--- src/rtl/uart_tx_arbiter_pkg.sv ---
// +------------------------------------------------------------------+
// | uart_tx_arbiter_pkg : shared types and helpers for the arbiter   |
// | Rev 1.0                                                          |
// +------------------------------------------------------------------+
`default_nettype none

package uart_tx_arbiter_pkg;

   typedef enum logic [1:0] {
      ARB_IDLE  = 2'd0,
      ARB_START = 2'd1,
      ARB_WAIT  = 2'd2
   } arb_state_e;

   // Index width with a floor of one bit so degenerate sizes stay legal.
   function automatic int idx_width(input int n);
      return (n > 1) ? $clog2(n) : 1;
   endfunction

endpackage

`default_nettype wire

--- src/rtl/uart_tx_arbiter_rr_picker.sv ---
// +------------------------------------------------------------------+
// | uart_tx_arbiter_rr_picker : combinational round-robin winner scan |
// | Rev 1.0                                                          |
// +------------------------------------------------------------------+
`default_nettype none

module uart_tx_arbiter_rr_picker
   import uart_tx_arbiter_pkg::*;
#(
   parameter int N    = 4,
   parameter int ID_W = idx_width(N)
) (
   input  logic [N-1:0]    req_i,
   input  logic [ID_W-1:0] ptr_i,
   output logic [ID_W-1:0] winner_o,
   output logic            any_o
);

   logic [ID_W-1:0] w_cand;

   // Scan from the far end back towards ptr_i so the closest set bit wins.
   always_comb begin
      winner_o = '0;
      any_o    = 1'b0;
      w_cand   = '0;
      for (int k = N - 1; k >= 0; k--) begin
         w_cand = ID_W'((int'(ptr_i) + k) % N);
         if (req_i[w_cand]) begin
            winner_o = w_cand;
            any_o    = 1'b1;
         end
      end
   end

endmodule

`default_nettype wire

--- src/rtl/uart_tx_arbiter.sv ---
// +------------------------------------------------------------------+
// | uart_tx_arbiter : round-robin sharing of one uart_tx serializer  |
// | Rev 1.0                                                          |
// +------------------------------------------------------------------+
`default_nettype none

module uart_tx_arbiter
   import uart_tx_arbiter_pkg::*;
#(
   parameter  int NUM_REQ    = 4,
   parameter  int DATA_BITS  = 8,
   parameter  int WORD_BYTES = 4,
   localparam int ID_W       = idx_width(NUM_REQ),
   localparam int W          = WORD_BYTES * DATA_BITS
) (
   input  logic                   clk,
   input  logic                   reset,
   input  logic [NUM_REQ-1:0]     req_valid_i,
   input  logic [NUM_REQ*W-1:0]   req_data_i,
   output logic [NUM_REQ-1:0]     req_ack_o,
   output logic [NUM_REQ-1:0]     req_done_o,
   output logic                   tx_start_o,
   output logic [DATA_BITS-1:0]   tx_data_o,
   input  logic                   tx_done_tick_i,
   output logic                   busy_o,
   output logic [ID_W-1:0]        grant_id_o
);

   localparam int CNT_W = idx_width(WORD_BYTES);

   arb_state_e          state_q, state_d;
   logic [W-1:0]        shift_q, shift_d;
   logic [CNT_W-1:0]    cnt_q, cnt_d;
   logic [ID_W-1:0]     owner_q, owner_d;
   logic [ID_W-1:0]     rr_q, rr_d;
   logic [NUM_REQ-1:0]  ack_q, ack_d;
   logic [NUM_REQ-1:0]  done_q, done_d;

   logic [ID_W-1:0]     winner;
   logic                any_valid;

   uart_tx_arbiter_rr_picker #(
      .N    (NUM_REQ),
      .ID_W (ID_W)
   ) u_picker (
      .req_i    (req_valid_i),
      .ptr_i    (rr_q),
      .winner_o (winner),
      .any_o    (any_valid)
   );

   always_ff @(posedge clk or posedge reset) begin
      if (reset) begin
         state_q <= ARB_IDLE;
         shift_q <= '0;
         cnt_q   <= '0;
         owner_q <= '0;
         rr_q    <= '0;
         ack_q   <= '0;
         done_q  <= '0;
      end else begin
         state_q <= state_d;
         shift_q <= shift_d;
         cnt_q   <= cnt_d;
         owner_q <= owner_d;
         rr_q    <= rr_d;
         ack_q   <= ack_d;
         done_q  <= done_d;
      end
   end

   always_comb begin
      state_d    = state_q;
      shift_d    = shift_q;
      cnt_d      = cnt_q;
      owner_d    = owner_q;
      rr_d       = rr_q;
      ack_d      = '0;
      done_d     = '0;
      tx_start_o = 1'b0;

      unique case (state_q)
         ARB_IDLE: begin
            if (any_valid) begin
               for (int i = 0; i < NUM_REQ; i++) begin
                  if (winner == ID_W'(i)) begin
                     shift_d = req_data_i[i*W +: W];
                  end
               end
               owner_d        = winner;
               cnt_d          = '0;
               ack_d[winner]  = 1'b1;
               state_d        = ARB_START;
            end
         end

         ARB_START: begin
            tx_start_o = 1'b1;
            state_d    = ARB_WAIT;
         end

         ARB_WAIT: begin
            if (tx_done_tick_i) begin
               if (cnt_q == CNT_W'(WORD_BYTES - 1)) begin
                  done_d[owner_q] = 1'b1;
                  // The finished owner moves to the back of the scan order.
                  if (owner_q == ID_W'(NUM_REQ - 1)) begin
                     rr_d = '0;
                  end else begin
                     rr_d = owner_q + 1'b1;
                  end
                  state_d = ARB_IDLE;
               end else begin
                  shift_d = shift_q >> DATA_BITS;
                  cnt_d   = cnt_q + 1'b1;
                  state_d = ARB_START;
               end
            end
         end

         default: begin
            state_d = ARB_IDLE;
         end
      endcase
   end

   assign tx_data_o  = shift_q[DATA_BITS-1:0];
   assign req_ack_o  = ack_q;
   assign req_done_o = done_q;
   assign busy_o     = (state_q != ARB_IDLE);
   assign grant_id_o = owner_q;

endmodule

`default_nettype wire

--- config.mk ---
export PLATFORM = sky130hd
export DESIGN_NAME = uart_tx_arbiter
export DESIGN_NICKNAME = d
export VERILOG_FILES = /design/src/rtl/uart_tx_arbiter_pkg.sv /design/src/rtl/uart_tx_arbiter_rr_picker.sv /design/src/rtl/uart_tx_arbiter.sv
export SDC_FILE = /design/constraint.sdc
export NUM_CORES = 1
export LEC_CHECK = 0
export ABC_AREA = 1
export BUFFER_PORTS_ARGS = -buffer_cell sky130_fd_sc_hd__buf_2
export CAP_MARGIN = 20
export CORE_ASPECT_RATIO = 0.5
export CORE_MARGIN = 2
export CORE_UTILIZATION = 35
export CTS_BUF_LIST = sky130_fd_sc_hd__clkbuf_8
export DETAILED_ROUTE_END_ITERATION = 6
export PLACE_DENSITY = 0.64
export SLEW_MARGIN = 10
export SYNTH_ARGS = -nofsm -noshare
export SYNTH_HDL_FRONTEND = slang
export SYNTH_SLANG_ARGS = --single-unit
--- constraint.sdc ---
create_clock -name clk -period 5.9 [get_ports clk]
set_clock_uncertainty 0.1 [all_clocks]
set_input_delay 0.59 -clock clk [delete_from_list [all_inputs] [get_ports clk]]
set_output_delay 0.59 -clock clk [all_outputs]
set_load 0.01 [all_outputs]
==> metrics.txt, run 1 <==
status finished, final reports clean; full die area 11100 um^2; post-layout min period ~2.8 ns; Initial Utilization 0.356; count leader, synth nand2_1; core area between 10000 and 15000 um^2; top cells by area, synth dfrtp_1 (33%), nand2_1 (20%), nor2_1 (12%); Synth top cells by count nand2_1 (193), nor2_1 (116), inv_1 (50); fin crit share 0.480; Worst-Margin Slew between 1 and 1.5 ns; WP buf/inv 3; CTS Buffer Depth 2; CP Cell Sequence inv_2 > nand2_1 > nand2_2 > nand2_2 > nand2_1 > inv_1 > nand2_1 > nand2_1 > nand2_4 > inv_2 > nand3_4 > nor2_1 > nor2_1 > nand2_1 > nand2_1 > nand2_1 > nand2_1; Skew-Pair Late Insertion Delay roughly 0.31 ns; Pleak 2.60 nW; Syn-to-layout area delta 23.7%; CTS tree yes; worst path arrival time a little under 3 ns; initial antenna violation count 0; Yosys Warn Count 0; Seq/Total Area, Yosys 0.335; Die Span X around 150 um; Slowest-stage cell, CP dfrtp_1; number of synthesized flops with an enable pin 0; drt first pass iters 4; CP peak stage delay between 0.4 and 0.5 ns; share of post-route cells with drive strength above 1 0.264; # rows 26; CP required around 6 ns; Post-Syn Nets a little over 700; Pwr Density approximately 540 nW/um^2; Rel. slew slack 0.304; Hold Crit Class in2async; final-report hold violation count 0; setup TNS 0 ns; Crit Path Category reg2reg; Vias per Instance around 4.6; clock transition time at the flip-flop clock pins of the worst setup and hold paths 0.09 ns; power consumption 2.41 mW; grt ovf 0; routed len/inst about 13 um; number of routed nets with antenna violations 0; IO Port Bufs between 150 and 200; GRT Total Usage 0.190; Placer Congestion 0.864; CTS Hold Bufs 0; TritonCTS buffer count 5; Yosys reg bits 48; hold slack between 0.09 and 0.1 ns; Multi-input gate area around 2000 um^2; clk sinks 48; Mapped Area between 3000 and 4000 um^2; MaxCap Viol Count 0; mean post-synth cell area ~6.3 um^2; CP top delay family simple AND/OR/NAND/NOR gates; Synth Flop Type dfrtp_1; sequential cell area ~1200 um^2; vias in the first global route between 3000 and 4000; area share of the largest cell type after synthesis 0.335; Ant. Diodes 0; first-pass GRT wire length around 17 mm; fin nets 839; crit path max fanout 35; Fillers 1093; DR iter-0 viols 158; CP dominant cell by count nand2_1; fin. max-slew vios 0; Synth area leader dfrtp_1; Post-CTS Setup Repair Bufs 0; setup violators final 0; element type at the critical path end register; cells after synthesis 569; Highest Clock Rate 353 MHz; CTS HTree Levels 2; # IOs approximately 160; post-route insts no fill between 800 and 900; RSZ-0062 raised after global routing no; cts repair resizes 0; dpl cells a little over 800; Max VDD drop 0.188 mV; final WL about 11 mm; largest net degree at the start of global routing 52; DRC Markers 0; ys async rst share 1.00; CP Launch Type register; via count 3846; hpwl dp between 8 and 9 mm; Die Span Y roughly 76 um; Root Driver clkbuf_8; synth unique cells 32
## registers in the layout (all words and copies together), names as in the netlist
signal / flops
shift_q: 32
req_ack_o: 4
req_done_o: 4
cnt_q: 2
grant_id_o: 2
rr_q: 2
state_q: 2
## area by class of cell
type                    instances  area share
clock inverters                 2     0.00169
repair buffers                155       0.178
flip-flops and latches         48       0.271
clock buffers                   6      0.0186
multi-input cells             434       0.444
well taps                     140      0.0395
inverters                      55      0.0471
## logic make-up (layout without fill, tap and decap cells)
group / Yosys count / after routing / synth area share
DFF: 48 / 48 / 0.335
AOI/OAI and AO/OA: 74 / 74 / 0.113
buffers and inverters: 87 / 218 / 0.117
and+or+nand+nor: 354 / 354 / 0.415
adders and majority gates: 5 / 5 / 0.0174
muxes: 1 / 1 / 0.00314
## power by group
group / switching (mW) / internal (mW)
Combinational: 1.10 / 0.532
Clock: 0.114 / 0.0925
Sequential: 0.0921 / 0.480
## layer usage
metal / share of wire / track usage
met1: 0.47 / 0.251
met2: 0.47 / 0.336
met3: 0.053 / 0.0329
met4: 0.0044 / 0.0417
met5: 0 / 0
## through the flow
stage | setup slack (ns) | utilization | cell area, um^2
detailed placement | 2.95 | 0.429 | 4330
global placement | 3.01 | 0.429 | 4330
global route | 2.71 | 0.440 | 4440
CTS | 3.05 | 0.438 | 4420
finish | 3.07 | 0.440 | 4440
floorplan | 3.80 | - | 3590
## placed cells by master, fill, tap and decap left out, types with 2 or more instances in the layout
master and instances:
nor2_4 3, clkbuf_8 6, o211ai_1 8, nand2_4 3, dfrtp_1 48, buf_2 154
nand3_2 2, nand2_1 193, inv_1 51, ha_1 5, o21bai_1 4, nor2_1 115
nand3b_1 7, nand3_1 13, inv_2 4, nand4_1 5, nor3_1 3, a21oi_1 45
nand2_2 7, o21ai_0 15
## final timing paths
kind                                  from     endpoint  slack, ns  cells after the start
worst max-delay path               rr_q[0]   shift_q[2]       3.07                     17
worst min-delay path                 reset  shift_q[30]       0.09                      2
worst max register to register     rr_q[0]   shift_q[2]       3.07                     17
worst min register to register  shift_q[0]   shift_q[0]       0.38                      2
max in group asynchronous            reset  shift_q[31]       5.12                      3
min in group clk                shift_q[0]   shift_q[0]       0.38                      2
Power figures use the tool's default switching activity.
==> inputs of run 2 (changes only) <==
--- a/config.mk
+++ b/config.mk
@@ -13,7 +13,7 @@
 export CORE_UTILIZATION = 35
 export CTS_BUF_LIST = sky130_fd_sc_hd__clkbuf_8
 export DETAILED_ROUTE_END_ITERATION = 6
-export PLACE_DENSITY = 0.64
+export PLACE_DENSITY = 0.66
 export SLEW_MARGIN = 10
 export SYNTH_ARGS = -nofsm -noshare
 export SYNTH_HDL_FRONTEND = slang
==> constraint.sdc (replaced) <==
create_clock -name clk -period 2.6 [get_ports clk]
set_clock_uncertainty 0.1 [all_clocks]
set_input_delay 0.26 -clock clk [delete_from_list [all_inputs] [get_ports clk]]
set_output_delay 0.26 -clock clk [all_outputs]
set_load 0.01 [all_outputs]
==> run 2 against run 1 <==
Effect of this change: critical endpoint is now shift_q[3]; power rose by 140%; maximum frequency rose by 19%; highest routed layer unchanged; routed wire length rose by 1.5%; largest cell class unchanged.
==> metrics.txt, run 2 (synthesis results as in run 1) <==
M1 wire length ~5.2 mm; DR iter-0 viols 150; # IOs between 150 and 200; clock transition time at the flip-flop clock pins of the worst setup and hold paths about 0.10 ns; setup TNS 0 ns; clk sinks 48; Skew-Pair Late Insertion Delay about 0.31 ns; fin crit share 0.912; full die area between 10000 and 15000 um^2; IO Port Bufs ~150; Ant. Diodes 0; R2R depth 15; drt first pass iters 4; Die Span Y between 70 and 80 um; commonest non-fill, non-tap cells in the layout nand2_1 (193), buf_2 (154), nor2_1 (115), inv_1 (49), dfrtp_1 (48); Largest register FFs 32; Vias per Instance ~4.6; vias in the first global route ~3600; Highest Signal Layer met4; share of post-route cells with drive strength above 1 0.275; power consumption 5.73 mW; CTS HTree Levels 2; DRC Markers 0; crit path max fanout 15; CTS tree yes; fin nets 847; routed len/inst between 10 and 15 um; Pwr Density 1260 nW/um^2; Rel. slew slack 0.561; final-report hold violation count 0; Hold Crit Class in2async; final WL approximately 11 mm; initial antenna violation count 0; Crit Path Category reg2reg; Max VDD drop between 0.5 and 0.6 mV; grt ovf 0; Pleak 2.65 nW; post-layout min period around 2.4 ns; status finished, final reports clean; Worst-Margin Slew 0.659 ns; crit path capture shift_q[3]; # rows 26; CP Launch Type register; number of routed nets with antenna violations 0; CTS Buffer Depth 2; worst path arrival time approximately 2.5 ns; TritonCTS buffer count 5; DR WL met3 approximately 510 um; Reg2Reg Setup Slack approximately 0.23 ns; largest net degree at the start of global routing 49; first-pass GRT wire length approximately 17 mm; RSZ-0062 raised after global routing no; core area roughly 10000 um^2; Highest Clock Rate approximately 420 MHz; hold slack about 0.014 ns; CP required 2.71 ns; Fillers approximately 1100; Syn-to-layout area delta 26.4%; Die Span X between 100 and 150 um; Largest Register shift_q; commonest non-fill, non-tap cell in the layout nand2_1; crit path from rr_q[0]; element type at the critical path end register; Placer Congestion roughly 0.86; Root Driver clkbuf_8; metal2 WL between 4 and 5 mm; MaxCap Viol Count 0; worst r2r dst shift_q[3]; GRT Total Usage 0.190; hpwl dp 8.27 mm; via count ~3900; Initial Utilization 0.356; r2r startpoint rr_q[0]; setup violators final 0; fin. max-slew vios 0
run 2: changes by cell type in the layout (fill, tap and decap cells not counted):
cell and change:
buf_4 +8, inv_1 -2, bufinv_16 +1, clkinv_4 +1
nor2_2 -1, nor2_4 +1
run 2: final cells by class:
type                       count  area, um^2  share of cell area
clock buffer                   6        82.6              0.0182
clock inverter                 2        38.8             0.00855
inverter                      55         209              0.0461
multi-input combinational    434        1980               0.436
sequential                    48        1200               0.265
tap                          140         175              0.0386
timing repair buffer         163         851               0.188
run 2: worst max-delay path, cell delays in order, from the launching register on:
cell and delay (ns):
dfrtp_1 0.46, inv_2 0.13, nand2_2 0.12, nand3_2 0.11, nand2_1 0.09, inv_1 0.05
nand2_2 0.06, nand3_2 0.19, nand2_4 0.23, inv_2 0.16, nor2_4 0.24, nand2_1 0.08
nand2_1 0.07, nand2_1 0.06, nand2_1 0.06, nand2_1 0.04
run 2: power breakdown:
part | leakage, nW | total, mW | switching [mW] | internal (mW)
clock | 0.0614 | 0.590 | 0.275 | 0.315
sequential | 0.587 | 1.30 | 0.208 | 1.09
combinational | 2.00 | 3.85 | 2.53 | 1.32
total | 2.65 | 5.73 | 3.01 | 2.73
run 2: per-stage QoR:
step	area (um^2)	util	worst slack, ns	cells
after global placement	4400	0.436	0.222	839
after global routing	4540	0.450	0.0267	848
after floorplan	3590	-	0.597	569
after CTS	4520	0.449	0.0966	847
after detailed placement	4400	0.436	0.136	839
final	4540	0.450	0.229	848
run 2: how the worst min path moves through the flow:
stage / to / depth (start not counted)
2_1_floorplan: state_q[1] / 1
3_3_place_gp: shift_q[4] / 2
3_5_place_dp: shift_q[4] / 2
4_1_cts: shift_q[23] / 3
5_1_grt: shift_q[6] / 3
6_report: shift_q[6] / 3
run 2: timing repair:
item                                    4_1_cts  5_1_grt
setup buffers                                 0        1
hold buffers                                  0        0
endpoints found under the hold margin         0        0
endpoints found under the setup margin        0       19
resized for setup                             0        1
run 2: per-layer routing:
metal / up-vias / GRT usage
met5: - / 0
met1: 1777 / 0.253
li1: 2035 / -
met2: 91 / 0.342
met4: 0 / 0.0246
met3: 6 / 0.0341
==> inputs of run 3 (changes only) <==
--- a/config.mk
+++ b/config.mk
@@ -8,12 +8,14 @@
 export ABC_AREA = 1
 export BUFFER_PORTS_ARGS = -buffer_cell sky130_fd_sc_hd__buf_2
 export CAP_MARGIN = 20
+export CELL_PAD_IN_SITES_DETAIL_PLACEMENT = 1
+export CELL_PAD_IN_SITES_GLOBAL_PLACEMENT = 2
 export CORE_ASPECT_RATIO = 0.5
 export CORE_MARGIN = 2
-export CORE_UTILIZATION = 35
+export CORE_UTILIZATION = 22
 export CTS_BUF_LIST = sky130_fd_sc_hd__clkbuf_8
 export DETAILED_ROUTE_END_ITERATION = 6
-export PLACE_DENSITY = 0.66
+export PLACE_DENSITY = 0.8
 export SLEW_MARGIN = 10
 export SYNTH_ARGS = -nofsm -noshare
 export SYNTH_HDL_FRONTEND = slang
==> run 3 against run 2 <==
Effect of this change: the run now ends with hold timing left; routed wire length is 23% higher; combinational power is 5% higher; power is 2.3% higher; count of clock-buffer cells in the layout stayed put; critical endpoint is now shift_q[21]; largest cell class unchanged.
==> metrics.txt, run 3 (synthesis results as in run 1) <==
status complete, but fails checks; failing checks hold timing; Hold Crit Class in2async; DR iter-0 viols approximately 150; Ant. Diodes 0; first-pass GRT wire length 20.9 mm; full die area about 17000 um^2; TritonCTS buffer count 5; Root Driver clkbuf_8; fin. max-slew vios 0; fin nets between 800 and 900; drt first pass iters 4; post-route insts no fill 932; final-report hold violation count 8; worst path arrival time 2.52 ns; clk sinks 48; commonest non-fill, non-tap cells in the layout nand2_1 (193), buf_2 (154), nor2_1 (114), inv_1 (49), dfrtp_1 (47); core area around 16000 um^2; share of post-route cells with drive strength above 1 0.281; clock transition time at the flip-flop clock pins of the worst setup and hold paths about 0.1 ns; commonest non-fill, non-tap cell in the layout nand2_1; Crit Path Category reg2reg; Skew-Pair Late Insertion Delay 0.32 ns; Max VDD drop 0.352 mV; Die Span X roughly 180 um; CTS tree yes; Rel. slew slack 0.563; dpl cell area 4530 um^2; vias in the first global route a little over 4000; hold slack -0.0141 ns; Syn-to-layout area delta 29.4%; # IOs 155; dpl cells 923; post-placement worst setup slack ~0.16 ns; IO Port Bufs roughly 150; RSZ-0062 raised after global routing yes; routed len/inst between 10 and 15 um; Largest Register shift_q; Die Span Y 94.3 um; Vias per Instance 4.27; Worst-Margin Slew 0.655 ns; DRC Markers 0; Pleak between 2 and 3 nW; grt ovf 0; CP Launch Type register; largest net degree at the start of global routing 49; via count around 4000; fin crit share 0.923; final instance area approximately 4600 um^2; final WL 13.2 mm; Pwr Density 1260 nW/um^2; Highest Clock Rate around 420 MHz; post-layout min period about 2.4 ns; Placer Congestion 0.841; crit path setup slack, layout 0.199 ns; hpwl dp ~10 mm; initial antenna violation count 0; Reg2Reg Setup Slack approximately 0.2 ns; CTS Hold Bufs 0; setup violators final 0; MaxCap Viol Count 0; number of routed nets with antenna violations 0; CP required between 2 and 3 ns; Largest register FFs 32; # rows 32; CTS Buffer Depth 2; element type at the critical path end register; GRT Total Usage 0.155; CTS HTree Levels 2; Initial Utilization 0.229; crit path max fanout 35
==> run 3: power breakdown <==
part | total, mW | leakage, nW | switching, mW | internal, mW
sequential | 1.31 | 0.587 | 0.217 | 1.09
combinational | 4.05 | 2.02 | 2.68 | 1.37
clock | 0.510 | 0.0516 | 0.292 | 0.218
==> run 3: final timing paths <==
check | from | endpoint | cells past startpoint
min | reset | shift_q[5] | 3
max in group asynchronous | reset | rr_q[0] | 3
max reg2reg | rr_q[0] | shift_q[21] | 12
min in group clk | tx_done_tick_i | state_q[1] | 2
min reg2reg | shift_q[4] | shift_q[4] | 2
max | rr_q[0] | shift_q[21] | 12
==> run 3: final cells by class <==
class                           instances  area (um^2)
Timing Repair Buffer                  166          873
Clock inverter                          2         13.8
Fill cell                            2085        11000
Sequential cell                        48         1200
Multi-Input combinational cell        434         1980
Tap cell                              221          277
Inverter                               55          211
Clock buffer                            6         82.6
==> run 3: per-layer routing <==
layer  up-vias  part of all wire  GRT usage
li1       2039                 -          -
met3        13             0.043     0.0275
met5         -                 0          0
met1      1853              0.48      0.203
met2        77              0.47      0.268
met4         0             0.014     0.0370
==> run 3: worst max-delay path, stage by stage (launching register included) <==
cell and delay [ns]:
dfrtp_2 0.46, inv_2 0.16, nand2_1 0.09, nand2_2 0.10, nand2_2 0.06, nand2_2 0.09, nand2_2 0.06, nand3_2 0.19
nand3_4 0.37, nor2_1 0.37, o21bai_1 0.12, nand2_1 0.06, nand3_1 0.06
==> run 3: per-stage QoR <==
step             TNS, ns   util  power, mW
5_1_grt        -0.000627  0.297       6.57
2_1_floorplan          0      -       4.36
6_report               0  0.297       5.86
3_3_place_gp           0  0.289       5.31
3_5_place_dp           0  0.289       5.39
4_1_cts                0  0.295       5.93
==> run 3: what timing repair did <==
item | 4_1_cts | 5_1_grt
setup buffers | 0 | 1
endpoints found under the setup margin | 0 | 27
gates resized for setup | 0 | 5
